### src/rtl/pc_seq_ctrl_pkg.sv
// Shared encodings and defaults for the PC fetch/update sequencer.
package pc_seq_ctrl_pkg;

  typedef enum logic [2:0] {
    S_FETCH  = 3'd0,
    S_DECODE = 3'd1,
    S_EXEC   = 3'd2,
    S_UPDATE = 3'd3,
    S_HALT   = 3'd4
  } state_t;

  typedef enum logic [1:0] {
    PCSRC_SEQ = 2'b00,
    PCSRC_BR  = 2'b01,
    PCSRC_JR  = 2'b10,
    PCSRC_J   = 2'b11
  } pcsrc_t;

  localparam logic [5:0]  HALT_OP_DEFAULT       = 6'b111111;
  localparam logic [29:0] RESET_PC_DEFAULT      = 30'h0000_0C00;
  localparam int          FETCH_TIMEOUT_DEFAULT = 16;

  // Branch offsets are word offsets, so they are widened straight to PC width.
  function automatic logic [29:0] sext16(input logic [15:0] imm);
    return {{14{imm[15]}}, imm};
  endfunction

endpackage

### src/rtl/pc_seq_ctrl_npc_calc.sv
// Combinational next-PC selection: sequential, branch, register jump, direct jump.
module npc_calc
  import pc_seq_ctrl_pkg::*;
(
  input  logic [29:0] PC,
  input  logic [25:0] instr_index,
  input  logic [1:0]  PCSrc,
  input  logic        BranchTaken,
  input  logic [29:0] target,
  output logic [29:0] npc
);

  logic [29:0] pc1;

  assign pc1 = PC + 30'd1;

  always_comb begin
    npc = pc1;
    case (pcsrc_t'(PCSrc))
      PCSRC_SEQ: npc = pc1;
      PCSRC_BR:  if (BranchTaken) npc = pc1 + sext16(instr_index[15:0]);
      PCSRC_JR:  npc = target;
      PCSRC_J:   npc = {pc1[29:26], instr_index};
    endcase
  end

endmodule

### src/rtl/pc_seq_ctrl.sv
// Multi-cycle fetch/decode/exec/update sequencer owning the PC write enable and next address.
module pc_seq_ctrl
  import pc_seq_ctrl_pkg::*;
#(
  parameter logic [29:0] RESET_PC      = RESET_PC_DEFAULT,
  parameter logic [5:0]  HALT_OP       = HALT_OP_DEFAULT,
  parameter int          FETCH_TIMEOUT = FETCH_TIMEOUT_DEFAULT
) (
  input  logic        CLK,
  input  logic        Reset,
  input  logic [29:0] PC,
  output logic        imem_req,
  input  logic        imem_ack,
  input  logic [31:0] imem_data,
  output logic [31:0] IR,
  input  logic [1:0]  PCSrc,
  input  logic        BranchTaken,
  input  logic [31:0] RegTarget,
  output logic        exec_start,
  input  logic        exec_done,
  input  logic        stall,
  output logic [29:0] NPC,
  output logic        PCWre,
  output logic        halted,
  output logic        fetch_err
);

  localparam int CNT_W = (FETCH_TIMEOUT > 2) ? $clog2(FETCH_TIMEOUT) : 1;
  localparam logic [CNT_W-1:0] CNT_LAST = CNT_W'(FETCH_TIMEOUT - 1);

  state_t           state;
  logic [31:0]      ir_q;
  logic [29:0]      npc_q;
  logic [29:0]      npc_next;
  logic [CNT_W-1:0] fetch_cnt;
  logic             halted_q;
  logic             fetch_err_q;
  logic             unused_regtarget_lsbs;

  // Targets are word aligned, so the byte offset of the jr register is dropped.
  assign unused_regtarget_lsbs = ^RegTarget[1:0];

  npc_calc u_npc_calc (
    .PC          (PC),
    .instr_index (ir_q[25:0]),
    .PCSrc       (PCSrc),
    .BranchTaken (BranchTaken),
    .target      (RegTarget[31:2]),
    .npc         (npc_next)
  );

  always_ff @(posedge CLK or negedge Reset) begin
    if (!Reset) begin
      state       <= S_FETCH;
      ir_q        <= '0;
      npc_q       <= RESET_PC;
      fetch_cnt   <= '0;
      halted_q    <= 1'b0;
      fetch_err_q <= 1'b0;
    end else begin
      case (state)
        // An ack on the last allowed cycle still wins over the timeout.
        S_FETCH: begin
          if (imem_ack) begin
            ir_q      <= imem_data;
            fetch_cnt <= '0;
            state     <= S_DECODE;
          end else if (fetch_cnt == CNT_LAST) begin
            fetch_cnt   <= '0;
            fetch_err_q <= 1'b1;
            halted_q    <= 1'b1;
            state       <= S_HALT;
          end else begin
            fetch_cnt <= fetch_cnt + 1'b1;
          end
        end
        S_DECODE: begin
          if (ir_q[31:26] == HALT_OP) begin
            halted_q <= 1'b1;
            state    <= S_HALT;
          end else begin
            state <= S_EXEC;
          end
        end
        S_EXEC: begin
          if (exec_done) begin
            npc_q <= npc_next;
            state <= S_UPDATE;
          end
        end
        S_UPDATE: begin
          if (!stall) state <= S_FETCH;
        end
        S_HALT: state <= S_HALT;
        default: begin
          halted_q <= 1'b1;
          state    <= S_HALT;
        end
      endcase
    end
  end

  // Request is held off while reset is asserted even though the reset state is FETCH.
  assign imem_req   = Reset && (state == S_FETCH);
  assign exec_start = (state == S_DECODE) && (ir_q[31:26] != HALT_OP);
  assign PCWre      = (state == S_UPDATE) && !stall;
  assign halted     = halted_q;
  assign fetch_err  = fetch_err_q;
  assign NPC        = halted_q ? 30'd0 : npc_q;
  assign IR         = halted_q ? 32'd0 : ir_q;

endmodule
### config.mk
export PLATFORM = sky130hd
export DESIGN_NAME = pc_seq_ctrl
export DESIGN_NICKNAME = d
export VERILOG_FILES = /design/src/rtl/pc_seq_ctrl_pkg.sv /design/src/rtl/pc_seq_ctrl_npc_calc.sv /design/src/rtl/pc_seq_ctrl.sv
export SDC_FILE = /design/constraint.sdc
export NUM_CORES = 1
export LEC_CHECK = 0
export ABC_AREA = 1
export CORE_MARGIN = 10
export CORE_UTILIZATION = 52
export CTS_CLUSTER_DIAMETER = 30
export DETAILED_ROUTE_END_ITERATION = 8
export PLACE_DENSITY = 0.83
export SETUP_SLACK_MARGIN = 0.5
export SLEW_MARGIN = 20
export SYNTH_ARGS = -nofsm -noshare
export SYNTH_HDL_FRONTEND = slang
export SYNTH_SLANG_ARGS = --single-unit
### constraint.sdc
create_clock -name CLK -period 2.33 [get_ports CLK]
set_input_delay 0.3495 -clock CLK [delete_from_list [all_inputs] [get_ports CLK]]
set_output_delay 0.3495 -clock CLK [all_outputs]
set_load 0.005 [all_outputs]
==> run metrics, run 1 <==
post-synthesis cell count=1204; Root Buffer=clkbuf_16; count of warnings emitted by yosys=0; area leader, netlist=dfrtp_1; CTS Hold Bufs=0; I/O Pins=169; DP Cell Count=1694; top cells by area, synth=dfrtp_1 (24%), nand2_1 (18%), inv_1 (11%); Error=[ERROR GRT-0116] Global routing finished with congestion. Check the congestion regions in the DRC Viewer.; Post-synth EDFFs=0; CTS buffer count=9; Unique masters post-synth=45; status=did not finish; Synth Net Count=1342; PortBufs=166; sequential-to-total area share from yosys stat=24.71%; Mapped Area=0.007199 sq mm; clock sink count=71; Failed at=global routing (5_1_grt); Horiz. Die Dim=137.7 um; Avg Synthesized Cell Area=5.980 sq um; Max Root-Sink Buffers=2; number of global-route vias before repair=13130; HPWL Detailed=24960 um; ys async rst share=100.0%; total track usage=51.30%; H-tree Lvls=3; Main synth FF type=dfrtp_1; first-pass GRT wire length=73390 um; #FFs+latches synth=71; effective utilization at floorplan=53.73%; die height=137.7 um; top cell type's share of synthesized area=23.98%; gpl congestion=0.9931; pin count of the biggest net entering global routing=72; row cnt=42; gr ovfl total=1
Yosys cell counts, types with 8 or more instances:
| cell | n |
|---|---|
| nand2_1 | 351 |
| inv_1 | 204 |
| nor2_1 | 149 |
| o21ai_0 | 84 |
| dfrtp_1 | 69 |
| nand3_1 | 66 |
| a21oi_1 | 56 |
| ha_1 | 35 |
| clkbuf_1 | 20 |
| xor2_1 | 19 |
| nand4_1 | 14 |
| a221oi_1 | 13 |
| inv_2 | 11 |
| xnor2_1 | 11 |
| buf_2 | 9 |
| nor3_1 | 9 |
| nor2_4 | 8 |
| o21bai_1 | 8 |
layer usage:
metal	GRT overflow	global-route usage, %
met3	0	31.68
met1	0	50.48
met4	0	46.14
met5	0	5.540
met2	1	73.36
repair_timing:
action / in CTS
resized for setup: 543
setup buffers: 79
endpoints found under the setup margin: 96
gates cloned: 1
pin swaps: 161
per-stage QoR:
stage	util (%)	setup WS (ns)	hold WS (ns)	cell area [sq um]
floorplan	-	-0.1022	0.05391	7582
detailed placement	80.02	-1.246	0.4654	10720
CTS	94.44	-0.2165	0.1372	12660
global placement	80.02	-1.229	0.4604	10720
cells by family after synthesis:
kind of cell | share of synthesized area [%]
flops | 24.71
compound gates | 14.77
fa+ha+maj | 6.361
xor+xnor | 3.650
buf+inv | 13.40
simple gates | 37.10
==> run 2, diff against run 1 <==
--- a/config.mk
+++ b/config.mk
@@ -7,11 +7,9 @@
 export LEC_CHECK = 0
 export ABC_AREA = 1
 export CORE_MARGIN = 10
-export CORE_UTILIZATION = 52
-export CTS_CLUSTER_DIAMETER = 30
+export CORE_UTILIZATION = 40
 export DETAILED_ROUTE_END_ITERATION = 8
-export PLACE_DENSITY = 0.83
-export SETUP_SLACK_MARGIN = 0.5
+export PLACE_DENSITY_LB_ADDON = 0.15
 export SLEW_MARGIN = 20
 export SYNTH_ARGS = -nofsm -noshare
 export SYNTH_HDL_FRONTEND = slang
==> run metrics, run 2 <==
Mapped Area=0.007199 sq mm (unchanged); pre-CTS setup slack=-1.237 ns (was -1.246 ns); CTS tree=done; CTS Hold Bufs=0 (unchanged); slew at the pin closest to its max-slew limit=0.5811 ns; Final Hold Slack=0.05656 ns; top-count cell post-synth=nand2_1 (unchanged); Final Max Tran Viols=0; share of layout cells above drive strength 1=36.30%; Reg2Reg Setup Slack=0.09 ns; Unique masters post-synth=45 (unchanged); clock sink count=71 (unchanged); R2R Path Start=ir_q[15]; #FFs+latches synth=71 (unchanged); sequential-to-total area share from yosys stat=24.71% (unchanged); Root Buffer=clkbuf_16 (unchanged); worst setup path start=PC[5]; gr ovfl total=0; Synth Net Count=1342 (unchanged); count of warnings emitted by yosys=0 (unchanged); average wire per standard cell=17.92 um; Worst EP arrival=2.90 ns; Post-synth EDFFs=0 (unchanged); HPWL Detailed=24170 um (was 24960 um); commonest non-fill, non-tap cell in the layout=nand2_1; P&R area growth vs syn=75.77%; CP endpoint=npc_q[12]; area of the multi-input gates=0.005913 sq mm; status=complete, but fails checks (was did not finish); core area=0.01784 sq mm; PnR Total Power=11.67 mW; via count=9381; Req. time, crit path=2.58 ns; CTS buffer count=9 (unchanged); post-synthesis cell count=1204 (unchanged); effective utilization at floorplan=40.35% (was 53.73%); Tcrit/Tclk final=113.7%; final setup margin=-0.3199 ns; clock transition at the registers of the reported paths=0.07 ns; top cell type's share of synthesized area=23.98% (unchanged); I/O Pins=169 (unchanged); top cells by count, synth=nand2_1 (351), inv_1 (204), nor2_1 (149), o21ai_0 (84), dfrtp_1 (69) (unchanged); drt drc=0; Avg Synthesized Cell Area=5.980 sq um (unchanged); max FFs per register=32; top cells by area, synth=dfrtp_1 (24%), nand2_1 (18%), inv_1 (11%) (unchanged); Max Root-Sink Buffers=2 (unchanged); Die ar.=0.02377 sq mm; R2R depth=13; Max Cap Violations=0; row cnt=49 (was 42); Slew HR=61.26%; antenna-violating nets left=0; most frequent cells in the layout=nand2_1 (274), buf_4 (205), inv_1 (171), clkdlybuf4s50_1 (140), nor2_1 (112); CP Class=input pin to flop; die height=154.2 um (was 137.7 um); Clock Latency Late Sink=0.35 ns; leak pwr=6.143 nW; power per cell area=922.2 mW/mm^2; path type of the worst min-delay path=input pin to asynchronous set/reset pin; first-pass GRT wire length=49200 um; CP Capture Type=flop; Initial DRC Count=731; Final Hold Fails=0; number of inserted diodes=0; register area=0.001780 sq mm; PortBufs=166 (unchanged); gpl congestion=0.9816 (was 0.9931); Final Core Density=70.93%; failing checks=negative setup slack; clock skew=0.009050 ns; ys async rst share=100.0% (unchanged); initial antenna violation count=0; Fmax=0.3774 GHz; fin nets=1717; startpoint types=input pin; H-tree Lvls=3 (unchanged); setup violators final=21; reg-to-reg endpoint=npc_q[24]; post-route setup TNS=-3.893 ns; Top reg by flops=ir_q; DRT Pass-1 Iters=6; Largest regs=ir_q x32, npc_q x30, fetch_cnt x4; Filler cells=1461; critical path fanouts, max=4; pin count of the biggest net entering global routing=72; Main synth FF type=dfrtp_1 (unchanged); DR vias/cell=5.174; RSZ-0062 raised after global routing=true; Horiz. Die Dim=154.2 um (was 137.7 um); final wirelength=32490 um; total track usage=25.65%; crit path time final=2.650 ns; number of global-route vias before repair=9305; Worst VDD drop=0.8998 mV; area leader, netlist=dfrtp_1 (unchanged)
run 2: cell counts after synthesis:
Identical to the previous run, type by type.
run 2: what timing repair did:
item                                    in CTS  in global routing
endpoints found under the setup margin      28                 25
resized for setup                          325                 94
pin swaps                                  119                 53
setup buffers                               44                 13
run 2: per-layer routing:
| metal | routed length (um) | GRT usage [%] | up-vias |
|---|---|---|---|
| met5 | 0 | 0 | - |
| met4 | 2085 | 14.89 | 0 |
| li1 | - | - | 4520 |
| met2 | 15520 | 42.32 | 372 |
| met3 | 2100 | 5.969 | 124 |
| met1 | 12780 | 29.76 | 4365 |
run 2: critical path: stages:
cell and delay (ns):
buf_2 0.14, nand2_4 0.10, nor2_4 0.16, nand4_1 0.22, o21ai_1 0.22, nand2_1 0.14, inv_2 0.09, ha_4 0.22
a21oi_4 0.19, o21bai_1 0.14, nand3b_1 0.28, or2_4 0.30, nand3_1 0.10, nand2_1 0.08, a21oi_2 0.12, nor2_1 0.05
run 2: power breakdown:
| group | total, mW | internal (mW) | switching (mW) |
|---|---|---|---|
| Combinational | 7.85 | 3.58 | 4.28 |
| Clock | 1.55 | 0.951 | 0.604 |
| Sequential | 2.26 | 1.82 | 0.445 |
| Total | 11.7 | 6.35 | 5.32 |
run 2: how the worst min path moves through the flow:
stage           from  cells after the start      endpoint
2_1_floorplan  Reset                      0  fetch_cnt[0]
4_1_cts        Reset                      2     npc_q[22]
3_3_place_gp   Reset                      2     npc_q[22]
5_1_grt        Reset                      2     npc_q[22]
6_report       Reset                      2     npc_q[22]
3_5_place_dp   Reset                      2     npc_q[22]
run 2: cells by family (layout without fill, tap and decap cells):
group / Yosys count / after routing / synth area share (%)
simple gates: 630 / 630 / 37.10
buf+inv: 250 / 630 / 13.40
compound gates: 187 / 187 / 14.77
flops: 71 / 71 / 24.71
fa+ha+maj: 36 / 36 / 6.361
xor+xnor: 30 / 30 / 3.650
run 2: through the flow:
step	instances	cell area (sq um)
2_1_floorplan	1204	7412
3_3_place_gp	1740	10580
3_5_place_dp	1740	10580
4_1_cts	1800	12180
5_1_grt	1813	12650
6_report	1813	12650
run 2: area by class of cell:
type	count	area share (%)
tap	229	2.264
clock inverter	7	0.8108
sequential	71	14.07
timing repair buffer	396	27.82
clock buffer	9	1.780
inverter	218	6.526
multi-input combinational	883	46.73
Note: power is estimated with default switching activity, not from simulation.
==> run 3, diff against run 2 <==
--- a/config.mk
+++ b/config.mk
@@ -6,6 +6,7 @@
 export NUM_CORES = 1
 export LEC_CHECK = 0
 export ABC_AREA = 1
+export CAP_MARGIN = 0
 export CORE_MARGIN = 10
 export CORE_UTILIZATION = 40
 export DETAILED_ROUTE_END_ITERATION = 8
==> results of run 3 <==
Same layout as run 2: the final DEF is identical, and so are final timing and power.
==> run 4, diff against run 3 <==
--- a/config.mk
+++ b/config.mk
@@ -5,13 +5,14 @@
 export SDC_FILE = /design/constraint.sdc
 export NUM_CORES = 1
 export LEC_CHECK = 0
-export ABC_AREA = 1
 export CAP_MARGIN = 0
 export CORE_MARGIN = 10
 export CORE_UTILIZATION = 40
+export CTS_CLUSTER_DIAMETER = 150
 export DETAILED_ROUTE_END_ITERATION = 8
 export PLACE_DENSITY_LB_ADDON = 0.15
 export SLEW_MARGIN = 20
 export SYNTH_ARGS = -nofsm -noshare
 export SYNTH_HDL_FRONTEND = slang
+export SYNTH_HIERARCHICAL = 1
 export SYNTH_SLANG_ARGS = --single-unit
==> run metrics, run 4 <==
Avg Synthesized Cell Area=9.059 sq um (was 5.980 sq um); share of layout cells above drive strength 1=43.43% (was 36.30%); R2R Path Start=ir_q[1] (was ir_q[15]); core area=0.01606 sq mm (was 0.01784 sq mm); startpoint types=input pin (unchanged); Slew HR=54.58% (was 61.26%); gr ovfl total=0 (unchanged); Max Root-Sink Buffers=2 (unchanged); Root Buffer=clkbuf_16 (unchanged); pin count of the biggest net entering global routing=72 (unchanged); top cell type's share of synthesized area=26.15% (was 23.98%); final wirelength=27230 um (was 32490 um); average wire per standard cell=20.75 um (was 17.92 um); Req. time, crit path=2.57 ns (was 2.58 ns); first-pass GRT wire length=41500 um (was 49200 um); Main synth FF type=dfrtp_1 (unchanged); Unique masters post-synth=67 (was 45); die height=148.5 um (was 154.2 um); effective utilization at floorplan=41.13% (was 40.35%); path type of the worst min-delay path=input pin to asynchronous set/reset pin (unchanged); antenna-violating nets left=0 (unchanged); Mapped Area=0.006604 sq mm (was 0.007199 sq mm); Final Hold Fails=0 (unchanged); H-tree Lvls=3 (unchanged); CTS tree=done (unchanged); Worst EP arrival=3.90 ns (was 2.90 ns); top-count cell post-synth=nor2b_1 (was nand2_1); RSZ-0062 raised after global routing=true (unchanged); Synth Area in Compound Gates=16.56% (was 14.77%); post-route setup TNS=-21.16 ns (was -3.893 ns); register area=0.001780 sq mm (unchanged); P&R area growth vs syn=72.11% (was 75.77%); status=complete, but fails checks (unchanged); max FFs per register=32 (unchanged); Synth Net Count=867 (was 1342); number of global-route vias before repair=7747 (was 9305); Final Max Tran Viols=0 (unchanged); number of inserted diodes=0 (unchanged); row cnt=46 (was 49); HPWL Detailed=19970 um (was 24170 um); simple-gate share of the synthesized area=20.97% (was 37.10%); top cells by area, synth=dfrtp_1 (26%), nor2b_1 (7.1%), mux2_4 (6.8%) (was dfrtp_1 (24%), nand2_1 (18%), inv_1 (11%)); Worst VDD drop=0.5135 mV (was 0.8998 mV); sequential-to-total area share from yosys stat=26.94% (was 24.71%); top cells by count, synth=nor2b_1 (75), dfrtp_1 (69), nand2_1 (57), nor2_1 (53), a21oi_1 (47) (was nand2_1 (351), inv_1 (204), nor2_1 (149), o21ai_0 (84), dfrtp_1 (69)); fin nets=1229 (was 1717); power per cell area=1043 mW/mm^2 (was 922.2 mW/mm^2); critical path fanouts, max=4 (unchanged); initial antenna violation count=0 (unchanged); Post-synth EDFFs=0 (unchanged); ys async rst share=100.0% (unchanged); clock sink count=71 (unchanged); CTS buffer count=9 (unchanged); Tcrit/Tclk final=157.1% (was 113.7%); R2R depth=11 (was 13); largest family of logic cells by synthesized area=simple AND/OR/NAND/NOR gates (unchanged); most frequent cells in the layout=buf_4 (205), clkdlybuf4s50_1 (150), nor2b_1 (71), dfrtp_1 (68), nand2_1 (54) (was nand2_1 (274), buf_4 (205), inv_1 (171), clkdlybuf4s50_1 (140), nor2_1 (112)); Horiz. Die Dim=148.5 um (was 154.2 um); Fmax=0.2731 GHz (was 0.3774 GHz); post-synthesis xor/xnor area fraction=6.764% (was 3.650%); Max Cap Violations=0 (unchanged); DRT Pass-1 Iters=6 (unchanged); Final Non-Filler Cells=1312 (was 1813); failing checks=negative setup slack (unchanged); Clock Latency Late Sink=0.36 ns (was 0.35 ns); commonest non-fill, non-tap cell in the layout=buf_4 (was nand2_1); area of the multi-input gates=0.005517 sq mm (was 0.005913 sq mm); setup violators final=26 (was 21); Top reg by flops=ir_q (unchanged); count of warnings emitted by yosys=6 (was 0); reg-to-reg endpoint=npc_q[21] (was npc_q[24]); leak pwr=4.857 nW (was 6.143 nW); post-synthesis mux area share=16.98% (was 0%); Reg2Reg Setup Slack=-0.94 ns (was 0.09 ns); Largest regs=ir_q x32, npc_q x30, fetch_cnt x4 (unchanged); #FFs+latches synth=71 (unchanged); crit path time final=3.662 ns (was 2.650 ns); clock skew=0.008682 ns (was 0.009050 ns); DR vias/cell=5.416 (was 5.174); PortBufs=166 (unchanged); I/O Pins=169 (unchanged); via count=7106 (was 9381); CP Capture Type=flop (unchanged); Synth Area in Adders=6.934% (was 6.361%); final setup margin=-1.332 ns (was -0.3199 ns); CTS Hold Bufs=0 (unchanged); post-synthesis cell count=729 (was 1204); total track usage=23.69% (was 25.65%); Filler cells=1171 (was 1461); drt drc=0 (unchanged); area leader, netlist=dfrtp_1 (unchanged); DP Cell Count=1261 (was 1740); slew at the pin closest to its max-slew limit=0.6788 ns (was 0.5811 ns); Die ar.=0.02205 sq mm (was 0.02377 sq mm); gpl congestion=0.9380 (was 0.9816); Initial DRC Count=362 (was 731); clock transition at the registers of the reported paths=0.06 ns (was 0.07 ns); CP Class=input pin to flop (unchanged)
==> run 4: changes by cell type after synthesis, sizes merged, moves of 13 or more <==
cell / before / now
nand2: 359 / 57
inv: 215 / 18
nor2: 162 / 54
nor2b: 0 / 75
mux2: 0 / 64
nand3: 70 / 19
o21ai: 88 / 41
xnor2: 11 / 28
mux2i: 0 / 13
==> run 4: per-layer routing <==
| layer | part of all wire [%] | vias up | global-route usage [%] | wire length [um] |
|---|---|---|---|---|
| li1 | - | 3334 | - | - |
| met1 | 41 | 3492 | 27.06 | 11120 |
| met2 | 51 | 220 | 42.29 | 13800 |
| met3 | 5.3 | 60 | 5.400 | 1438 |
| met4 | 3.2 | 0 | 8.176 | 871 |
| met5 | 0 | - | 0 | 0 |
==> run 4: per-stage QoR <==
step / instance area, sq um / power [mW] / hold slack (ns) / util (%) / setup WS (ns)
2_1_floorplan: 6724 / 6.283 / 0.05391 / - / -1.302
3_3_place_gp: 9863 / 8.599 / 0.4423 / 61.42 / -2.087
3_5_place_dp: 9863 / 8.748 / 0.4476 / 61.42 / -2.154
4_1_cts: 10970 / 11.21 / 0.08358 / 68.32 / -1.265
5_1_grt: 11370 / 12.54 / 0.08337 / 70.78 / -1.484
6_report: 11370 / 11.85 / 0.05043 / 70.78 / -1.332
==> run 4: power by group <==
| part | total, mW | internal (mW) | switching, mW |
|---|---|---|---|
| Sequential | 2.42 | 1.87 | 0.549 |
| Combinational | 8.04 | 4.55 | 3.48 |
| Clock | 1.40 | 0.742 | 0.660 |
==> run 4: layout make-up <==
cell class                 count  area share (%)
tap                          216           2.378
multi-input combinational    600           48.54
clock inverter                 7          0.5724
sequential                    71           15.66
clock buffer                   9           1.982
timing repair buffer         391           30.27
inverter                      18          0.5945
==> run 4: repair_timing <==
action	4_1_cts	5_1_grt
pin swaps	92	71
buffers inserted	32	11
gates resized for setup	163	67
setup endpoints to repair	29	28
==> run 4: how the worst max path moves through the flow <==
| stage | startpoint | endpoint | cells past startpoint |
|---|---|---|---|
| detailed placement | PC[0] | npc_q[21] | 17 |
| global placement | PC[0] | npc_q[21] | 17 |
| global route | PC[6] | npc_q[21] | 17 |
| CTS | PC[1] | npc_q[21] | 17 |
| floorplan | PC[0] | npc_q[21] | 15 |
| finish | PC[6] | npc_q[21] | 17 |
==> run 4: cell families (layout without fill, tap and decap cells) <==
group                      Yosys count  in the layout
and+or+nand+nor                    265            265
xor gates and xnor gates            51             51
muxes                               84             84
adders and majority gates           36             36
buffers and inverters               58            425
DFF                                 71             71
AOI/OAI and AO/OA                  164            164
==> run 4: worst max-delay path: stages <==
cell and delay [ns]:
dlygate4sd2_1 0.23, nand3_2 0.11, buf_4 0.16, nor4_4 0.18, buf_4 0.20, nand4_1 0.16, xnor2_2 0.18, ha_1 0.24
a21o_1 0.20, a21oi_1 0.20, nor2b_1 0.09, a311o_2 0.40, a21oi_2 0.18, xor2_1 0.20, a21oi_1 0.09, mux4_2 0.46
mux2_4 0.27
